--- config.mk ---
export PLATFORM = sky130hd
export DESIGN_NAME = choose_arbiter
export DESIGN_NICKNAME = d
export VERILOG_FILES = /design/src/rtl/choose_pkg.sv /design/src/rtl/rr_pick.sv /design/src/rtl/choose_arbiter.sv
export SDC_FILE = /design/constraint.sdc
export NUM_CORES = 1
export LEC_CHECK = 0
export ABC_AREA = 0
export BUFFER_PORTS_ARGS = -buffer_cell sky130_fd_sc_hd__clkbuf_2
export CAP_MARGIN = 10
export CORE_AREA = 2 2 42 44
export DETAILED_ROUTE_END_ITERATION = 7
export DIE_AREA = 0 0 44 46
export HOLD_SLACK_MARGIN = 0.15
export SLEW_MARGIN = 5
export SYNTH_ARGS = -nofsm -noshare
export SYNTH_HDL_FRONTEND = slang
export SYNTH_SLANG_ARGS = --single-unit
--- constraint.sdc ---
create_clock -name clk -period 1.75 [get_ports clk]
set_input_delay 0.0875 -clock clk [delete_from_list [all_inputs] [get_ports clk]]
set_output_delay 0.0875 -clock clk [all_outputs]
set_load 0.01 [all_outputs]
--- src/rtl/choose_pkg.sv ---
// rtl/choose_pkg.sv - shared types, sizes and grant encoding for the choose arbiter
package choose_pkg;

  typedef enum logic {IDLE, GRANT} arb_state_t;

  localparam int NREQ  = 4;
  localparam int SEL_W = 2;

  function automatic logic [NREQ-1:0] onehot(input logic [SEL_W-1:0] sel);
    logic [NREQ-1:0] v;
    v      = '0;
    v[sel] = 1'b1;
    return v;
  endfunction

endpackage

--- src/rtl/rr_pick.sv ---
// rtl/rr_pick.sv - combinational round-robin winner search starting after last
module rr_pick
  import choose_pkg::*;
(
  input  logic [NREQ-1:0]  req,
  input  logic [SEL_W-1:0] last,
  input  logic [NREQ-1:0]  mask,
  output logic             any,
  output logic [SEL_W-1:0] win
);

  logic [NREQ-1:0] eff;

  assign eff = req & mask;

  // Scan from the far end so the nearest candidate after last is written last and wins.
  always_comb begin
    logic [SEL_W-1:0] idx;
    any = 1'b0;
    win = last;
    for (int i = NREQ; i >= 1; i--) begin
      idx = last + SEL_W'(i);
      if (eff[idx]) begin
        any = 1'b1;
        win = idx;
      end
    end
  end

endmodule

--- src/rtl/choose_arbiter.sv ---
// rtl/choose_arbiter.sv - round-robin arbiter driving choose.addr; ARB_TIMEOUT_EN adds hold limit
module choose_arbiter
  import choose_pkg::*;
#(
  parameter int MAX_HOLD = 8,
  parameter int CNT_W    = 4
) (
  input  logic             clk,
  input  logic             rst_n,
  input  logic [NREQ-1:0]  req,
  output logic [NREQ-1:0]  gnt,
  output logic [SEL_W-1:0] addr,
  output logic             busy
);

  arb_state_t       state;
  logic [SEL_W-1:0] last;
  logic [NREQ-1:0]  mask;
  logic             any;
  logic [SEL_W-1:0] win;
  logic             hold;

  if (2**CNT_W <= MAX_HOLD) begin : g_bad_cnt_w
    $error("choose_arbiter: CNT_W too narrow for MAX_HOLD");
  end

`ifdef ARB_TIMEOUT_EN
  logic [CNT_W-1:0] cnt;
  logic             expired;

  // The owner is pushed out only if someone else is actually waiting.
  assign expired = (cnt == CNT_W'(MAX_HOLD - 1)) && (|(req & ~gnt));
  assign mask    = expired ? ~gnt : '1;
  assign hold    = req[addr] && !expired;

  always_ff @(posedge clk or negedge rst_n) begin
    if (!rst_n) begin
      cnt <= '0;
    end else if (state == GRANT && hold) begin
      if (cnt != CNT_W'(MAX_HOLD - 1)) cnt <= cnt + CNT_W'(1);
    end else begin
      cnt <= '0;
    end
  end
`else
  assign mask = '1;
  assign hold = req[addr];
`endif

  rr_pick u_pick (
    .req  (req),
    .last (last),
    .mask (mask),
    .any  (any),
    .win  (win)
  );

  always_ff @(posedge clk or negedge rst_n) begin
    if (!rst_n) begin
      state <= IDLE;
      gnt   <= '0;
      addr  <= '0;
      busy  <= 1'b0;
      last  <= 2'd3;
    end else begin
      case (state)
        IDLE: begin
          if (any) begin
            state <= GRANT;
            gnt   <= onehot(win);
            addr  <= win;
            last  <= win;
            busy  <= 1'b1;
          end
        end
        GRANT: begin
          // While granted, last equals the owner, so the search starts just after it.
          if (!hold) begin
            if (any) begin
              gnt  <= onehot(win);
              addr <= win;
              last <= win;
            end else begin
              state <= IDLE;
              gnt   <= '0;
              busy  <= 1'b0;
            end
          end
        end
        default: state <= IDLE;
      endcase
    end
  end

endmodule
==> impl_metrics.env, run 1 <==
export IMPL_status="complete, no violations"
export IMPL_synth_edf_count=0
export IMPL_via_per_inst=5.250
export IMPL_pwr_share_comb=0.460
export IMPL_wl_per_cell_um=13.13
export IMPL_yosysMostFrequentCell="dfrtp_1"
export IMPL_clkPwrFrac=0.185
export IMPL_arrival_ns=1.81
export IMPL_yosysWarnings=0
export IMPL_netlist_top_cells_area="dfrtp_1 (38%), dfstp_2 (10%), nand2b_1 (4.8%), mux2_2 (4.3%), mux4_2 (4.3%)"
export IMPL_drv_slew=0
export IMPL_hpwl_um=891.1
export IMPL_synth_cells=51
export IMPL_async_flop_share=1.000
export IMPL_gp_congestion=0.8243
export IMPL_portBuffers=12
export IMPL_ir_drop_uv=534.5
export IMPL_cp_end_kind="register"
export IMPL_rsz0062_at_grt="no"
export IMPL_period_share=0.9441
export IMPL_grt_antenna_before_repair=0
export IMPL_finalInstanceArea_um2=683.2
export IMPL_drtPass1Iterations=3
export IMPL_syn_area_per_cell_um2=10.30
export IMPL_syn_cell_area_um2=525.5
export IMPL_synthFlopType="dfrtp_1"
export IMPL_start_util=0.3256
export IMPL_clock_sinks=10
export IMPL_finalSetupTns_ns=0
export IMPL_drv_cap=0
export IMPL_cp_start_kind="register"
export IMPL_period_needed_ns=1.652
export IMPL_p_switching_mw=0.4235
export IMPL_swShare=0.3669
export IMPL_hold_violations=0
export IMPL_numCtsBuffers=3
export IMPL_grt_pass1_wl_um=1800
export IMPL_root_buffer="clkbuf_4"
export IMPL_yosysSeqAreaShare=0.4810
export IMPL_initialDrtViolationCount=4
export IMPL_synth_nets=58
export IMPL_nFillCells=158
export IMPL_multi_input_area_um2=269.0
export IMPL_synth_cell_types=22
export IMPL_cellPowerDensity_mw_per_mm2=1690
export IMPL_synth_top_cell_by_area="dfrtp_1"
export IMPL_power_total_mw=1.154
export IMPL_diodes=0
export IMPL_post_cts_buffers=0
export IMPL_fin_nets=79
export IMPL_chipHeight_um=46
export IMPL_antenna_left=0
export IMPL_worst_slew_pin_slew_ns=0.5349
export IMPL_place_area_um2=629.4
export IMPL_setup_violations=0
export IMPL_grt_overflow_total=0
export IMPL_cp_required_ns=1.90
export IMPL_fmax_mhz=605.3
export IMPL_cp_max_fo=3
export IMPL_p_leak_nw=0.3219
export IMPL_ys_seq_elements=10
export IMPL_first_global_vias=407
export IMPL_grt_max_degree=11
export IMPL_place_inst=83
export IMPL_final_layout_size_suffix_gt1_frac=0.3944
export IMPL_h_tree_depth=1
export IMPL_fp_dieArea_mm2=0.002024
export IMPL_clock_skew_ns=0.005985
export IMPL_p_int_mw=0.7307
export IMPL_power_frac_seq=0.355
export IMPL_clkSlewWorstSetupHoldPaths_ns=0.07
export IMPL_grt_use_total=0.1305
export IMPL_wirelength_um=1155
export IMPL_synth_top_area_share=0.3810
export IMPL_coreArea_mm2=0.001614
export IMPL_area_growth_pct=30.00
export IMPL_die_x_um=44
export IMPL_path_class="register to register"
export IMPL_drc_errors=0
export IMPL_cts_buffer_depth=2
export IMPL_hold_class="input pin to register"
export IMPL_layoutNonFillerInstCount=88
export IMPL_row_count=15
export IMPL_synth_commonest_cells="dfrtp_1 (8), nand2_1 (5), a21oi_1 (4), nand2b_1 (4)"
export IMPL_cts_tree="yes"
export IMPL_slew_limit_headroom=0.6407
export IMPL_io_pins=13
export IMPL_ff_latch_area_um2=252.7
export IMPL_num_vias=462
export IMPL_clock_latency_ns=0.27
[per-layer routing]
metal	routed length [um]	track usage	vias to the layer above
met3	49	0.04762	0
met2	553	0.2029	8
li1	-	-	228
met5	0	0	-
met1	552	0.1557	226
met4	0	0.07273	0
[placed cells by master (no fill, tap or decap)]
cell type | synthesis | final
nor2_1 | 3 | 3
a21boi_1 | 0 | 1
dfrtp_1 | 8 | 8
mux2_2 | 2 | 2
o41ai_2 | 0 | 1
nor3_1 | 2 | 2
mux4_2 | 1 | 1
o41ai_1 | 2 | 1
nand2b_1 | 4 | 4
or3_1 | 1 | 1
or4_1 | 1 | 1
o31ai_1 | 2 | 2
and2_1 | 1 | 1
a21oi_1 | 4 | 4
a21o_4 | 1 | 1
or2_2 | 1 | 1
buf_4 | 0 | 3
ha_1 | 1 | 1
inv_1 | 3 | 3
dfstp_2 | 2 | 2
dlygate4sd3_1 | 0 | 1
nor4_1 | 1 | 1
o21ai_0 | 3 | 3
nand2_1 | 5 | 5
a21oi_2 | 1 | 1
a21boi_0 | 2 | 1
clkbuf_4 | 0 | 3
clkbuf_2 | 0 | 12
clkbuf_8 | 0 | 1
[stage by stage]
stage	hold slack [ns]	util	setup slack (ns)
6_report	0.2138	0.4233	0.09782
5_1_grt	0.2261	0.4233	0.02515
4_1_cts	0.2106	0.4186	0.08831
3_5_place_dp	-0.02971	0.3899	0.1060
3_3_place_gp	-0.02984	0.3899	0.1133
2_1_floorplan	-0.2081	-	0.05851
[cell families (layout without fill, tap and decap cells)]
group	Yosys count	count (layout)	share of synthesized area
compound gates	15	15	0.2024
fa+ha+maj	1	1	0.02381
buf+inv	3	23	0.02143
flops	10	10	0.4809
mux	3	3	0.08571
simple gates	19	19	0.1857
[state kept, by name, indices dropped and copies added (netlist names)]
signal  cells
gnt         4
addr        2
last        2
busy        1
state       1
[worst max-delay path: stages (launching register included)]
cell	delay, ns
dfrtp_1	0.39
mux4_2	0.57
a21oi_2	0.23
mux2_2	0.35
[cell type report]
| type | count | share of cell area |
|---|---|---|
| Multi-Input combinational cell | 38 | 0.3938 |
| Tap cell | 17 | 0.03114 |
| Timing Repair Buffer | 16 | 0.1355 |
| Inverter | 3 | 0.01648 |
| Clock buffer | 4 | 0.05311 |
| Sequential cell | 10 | 0.3700 |
[worst paths after layout]
check / startpoint / end / slack, ns / cells past startpoint
setup / recovery: addr[0]$_DFFE_PN0P_ / addr[1]$_DFFE_PN0P_ / 0.1 / 3
hold / removal: req[2] / state$_DFF_PN0_ / 0.21 / 4
setup reg to reg: addr[0]$_DFFE_PN0P_ / addr[1]$_DFFE_PN0P_ / 0.1 / 3
hold reg to reg: gnt[1]$_DFFE_PN0P_ / gnt[1]$_DFFE_PN0P_ / 0.48 / 2
max in group asynchronous: rst_n / last[1]$_DFFE_PN1P_ / 1.26 / 2
min in group asynchronous: rst_n / gnt[2]$_DFFE_PN0P_ / 0.22 / 2
[repair_timing]
item,in CTS,in global routing
endpoints found under the setup margin,0,2
gates resized for setup,0,2
hold buffers,1,0
hold endpoints to repair,10,0
[power by group through the flow]
stage / Clock (mW) / Combinational, mW / Sequential (mW)
2_1_floorplan: 0 / 0.315 / 0.430
3_3_place_gp: 0 / 0.509 / 0.413
3_5_place_dp: 0 / 0.516 / 0.414
4_1_cts: 0.222 / 0.519 / 0.410
5_1_grt: 0.231 / 0.591 / 0.424
6_report: 0.214 / 0.531 / 0.409
Note: power is estimated with default switching activity, not from simulation.
==> inputs of run 2 (changes only) <==
--- a/config.mk
+++ b/config.mk
@@ -8,11 +8,12 @@
 export ABC_AREA = 0
 export BUFFER_PORTS_ARGS = -buffer_cell sky130_fd_sc_hd__clkbuf_2
 export CAP_MARGIN = 10
-export CORE_AREA = 2 2 42 44
+export CORE_AREA = 2 2 45 47
 export DETAILED_ROUTE_END_ITERATION = 7
-export DIE_AREA = 0 0 44 46
+export DIE_AREA = 0 0 47 49
 export HOLD_SLACK_MARGIN = 0.15
 export SLEW_MARGIN = 5
 export SYNTH_ARGS = -nofsm -noshare
 export SYNTH_HDL_FRONTEND = slang
+export SYNTH_HIERARCHICAL = 1
 export SYNTH_SLANG_ARGS = --single-unit
==> run 2 against run 1 <==
Net effect:
- die area is 14% higher
- routed wire length is 9.6% higher
- sequential share of layout area is 4.6 points lower
- synthesized cell count is 14% higher
- final area is 14% higher
- sequential power is 12% higher
- non-clock buffer count is 3 lower
- power is 9.9% higher
- worst hold slack better by 0.0098 ns
- maximum frequency is 4.9% higher
- clock skew is 0.0036 ns lower
==> impl_metrics.env, run 2 <==
export IMPL_grt_antenna_before_repair=0
export IMPL_antenna_left=0
export IMPL_die_x_um=47
export IMPL_synth_cells=58
export IMPL_rsz0062_at_grt="no"
export IMPL_synth_commonest_cells="dfrtp_1 (8), nand2_1 (6), inv_1 (4), o21ai_0 (4), o2bb2ai_1 (3)"
export IMPL_pwr_share_comb=0.478
export IMPL_clkPwrFrac=0.161
export IMPL_final_layout_size_suffix_gt1_frac=0.2927
export IMPL_critical_path_slowest_cell="dfstp_2"
export IMPL_row_count=16
export IMPL_drv_slew=0
export IMPL_chipHeight_um=49
export IMPL_syn_cell_area_um2=614.3
export IMPL_cp_start_kind="register"
export IMPL_finalInstanceArea_um2=780.7
export IMPL_p_leak_nw=0.3702
export IMPL_grt_max_degree=11
export IMPL_yosysWarnings=6
export IMPL_netlist_top_cells_area="dfrtp_1 (33%), dfstp_2 (8.6%), mux2i_2 (4.5%), o2bb2ai_1 (4.3%), mux2_1 (3.7%)"
export IMPL_drtPass1Iterations=4
export IMPL_setup_violations=0
export IMPL_synth_cell_types=30
export IMPL_wl_per_cell_um=11.61
export IMPL_dr_max_layer_used="met3"
export IMPL_period_needed_ns=1.574
export IMPL_portBuffers=12
export IMPL_cp_required_ns=1.90
export IMPL_largest_reg_flops=4
export IMPL_io_pins=13
export IMPL_hold_class="input pin to asynchronous set/reset pin"
export IMPL_top_regs="gnt (4), addr (2), last (2)"
export IMPL_multi_input_area_um2=372.9
export IMPL_hpwl_um=1007
export IMPL_power_frac_seq=0.360
export IMPL_post_cts_buffers=0
export IMPL_start_util=0.3336
export IMPL_gp_congestion=0.7901
export IMPL_critical_path_max_stage_delay_ns=0.57
export IMPL_num_vias=515
export IMPL_synth_simple_area_share=0.1303
export IMPL_cts_tree="yes"
export IMPL_drv_cap=0
export IMPL_path_class="register to register"
export IMPL_clkSlewWorstSetupHoldPaths_ns=0.07
export IMPL_ff_latch_area_um2=252.7
export IMPL_finalSetupTns_ns=0
export IMPL_synth_top_area_share=0.3259
export IMPL_grt_pass1_wl_um=2063
export IMPL_via_per_inst=4.725
export IMPL_synthXorXnorAreaFrac=0
export IMPL_clock_latency_ns=0.26
export IMPL_rr_endpoint="gnt[1]$_DFFE_PN0P_"
export IMPL_p_int_mw=0.7795
export IMPL_h_tree_depth=1
export IMPL_synth_edf_count=0
export IMPL_syn_area_per_cell_um2=10.59
export IMPL_yosysSeqAreaShare=0.4114
export IMPL_area_growth_pct=27.09
export IMPL_yosysMostFrequentCell="dfrtp_1"
export IMPL_diodes=0
export IMPL_final_common_cell="clkbuf_2"
export IMPL_synth_mux_area_frac=0.1568
export IMPL_synth_compound_area_frac=0.2505
export IMPL_synthFlopType="dfrtp_1"
export IMPL_synth_fa_ha_area_frac=0.02037
export IMPL_grt_use_total=0.1232
export IMPL_fp_dieArea_mm2=0.002303
export IMPL_crit_path_cell_trace="nand4b_1, o31ai_1, a211o_1, nor2b_1, a32o_1"
export IMPL_status="complete, no violations"
export IMPL_place_area_um2=734.5
export IMPL_swShare=0.3855
export IMPL_synth_top_cell_by_area="dfrtp_1"
export IMPL_cts_buffer_depth=2
export IMPL_wl_met3_um=62
export IMPL_cp_end_kind="register"
export IMPL_top_register="gnt"
export IMPL_hold_violations=0
export IMPL_period_share=0.8996
export IMPL_ys_seq_elements=10
export IMPL_fin_nets=90
export IMPL_root_buffer="clkbuf_4"
export IMPL_wl_met1_um=612
export IMPL_clock_skew_ns=0.002415
export IMPL_async_flop_share=1.000
export IMPL_cellPowerDensity_mw_per_mm2=1625
export IMPL_r2r_slack_ns=0.18
export IMPL_clock_sinks=10
export IMPL_arrival_ns=1.72
export IMPL_drc_errors=0
export IMPL_reg2reg_depth=5
export IMPL_initialDrtViolationCount=6
export IMPL_numCtsBuffers=3
export IMPL_synth_top_family_by_area="compound AO/OA/AOI/OAI gates"
export IMPL_grt_overflow_total=0
export IMPL_first_global_vias=472
export IMPL_wirelength_um=1266
export IMPL_cp_max_fo=6
export IMPL_nFillCells=192
export IMPL_p_switching_mw=0.4890
export IMPL_ir_drop_uv=661.2
export IMPL_final_cell_mix="clkbuf_2 (12), dfrtp_1 (8), conb_1 (8)"
export IMPL_coreArea_mm2=0.001842
export IMPL_wl_met2_um=592
export IMPL_timing_rr_start="last[0]$_DFFE_PN1P_"
export IMPL_fmax_mhz=635.2
-- run 2: worst max-delay path: cells and delay by family (launching register included) --
family / cells / cell delay (ns)
and+or+nand+nor: 2 / 0.27
AOI/OAI and AO/OA: 3 / 0.63
DFF: 1 / 0.57
-- run 2: cell families after synthesis --
kind of cell / after synthesis
AOI/OAI and AO/OA: 19
adders and majority gates: 1
buffers and inverters: 4
DFF: 10
muxes: 8
other: 1
and+or+nand+nor: 15
-- run 2: metrics by stage --
step                  util  setup slack [ns]  instances  hold WS (ns)  total power [mW]
CTS                 0.4239            0.1725        109        0.2187             1.279
finish              0.4239            0.1757        109        0.2236             1.269
floorplan                -            0.2704         65       -0.2081            0.8921
global placement    0.3988            0.2320        104      -0.03501             1.056
global route        0.4239            0.1013        109        0.2364             1.379
detailed placement  0.3988            0.1865        104      -0.03230             1.065
-- run 2: area by class of cell --
| class | count | share of cell area |
|---|---|---|
| clock buffer | 4 | 0.04647 |
| inverter | 4 | 0.01923 |
| multi-input combinational | 51 | 0.4776 |
| sequential | 10 | 0.3237 |
| tap | 27 | 0.04327 |
| timing repair buffer | 13 | 0.08974 |
-- run 2: what timing repair did --
item                                   in CTS  in global routing
hold buffers                                1                  0
gates resized for setup                     0                  0
endpoints found under the hold margin      10                  0
setup endpoints to repair                   0                  0
-- run 2: layer usage --
layer  GRT usage  up-vias
li1            -      266
met1      0.1725      235
met2      0.1849       14
met3     0.02593        0
met4     0.04167        0
met5           0        -
-- run 2: power by group through the flow --
stage	logic [mW]	clock network, mW	registers (mW)
CTS	0.611	0.210	0.458
detailed placement	0.603	0	0.461
finish	0.607	0.205	0.457
global route	0.676	0.225	0.478
global placement	0.600	0	0.455
floorplan	0.418	0	0.474
-- run 2: worst max-delay path by stage --
stage               slack (ns)  cells past startpoint           startpoint                 end
floorplan                 0.27                      5  last[0]$_DFFE_PN1P_  gnt[1]$_DFFE_PN0P_
global placement          0.23                      5  last[0]$_DFFE_PN1P_  gnt[1]$_DFFE_PN0P_
detailed placement        0.19                      5  last[0]$_DFFE_PN1P_  gnt[1]$_DFFE_PN0P_
CTS                       0.17                      5  last[0]$_DFFE_PN1P_  gnt[1]$_DFFE_PN0P_
global route              0.10                      3  addr[1]$_DFFE_PN0P_  gnt[1]$_DFFE_PN0P_
finish                    0.18                      5  last[0]$_DFFE_PN1P_  gnt[1]$_DFFE_PN0P_
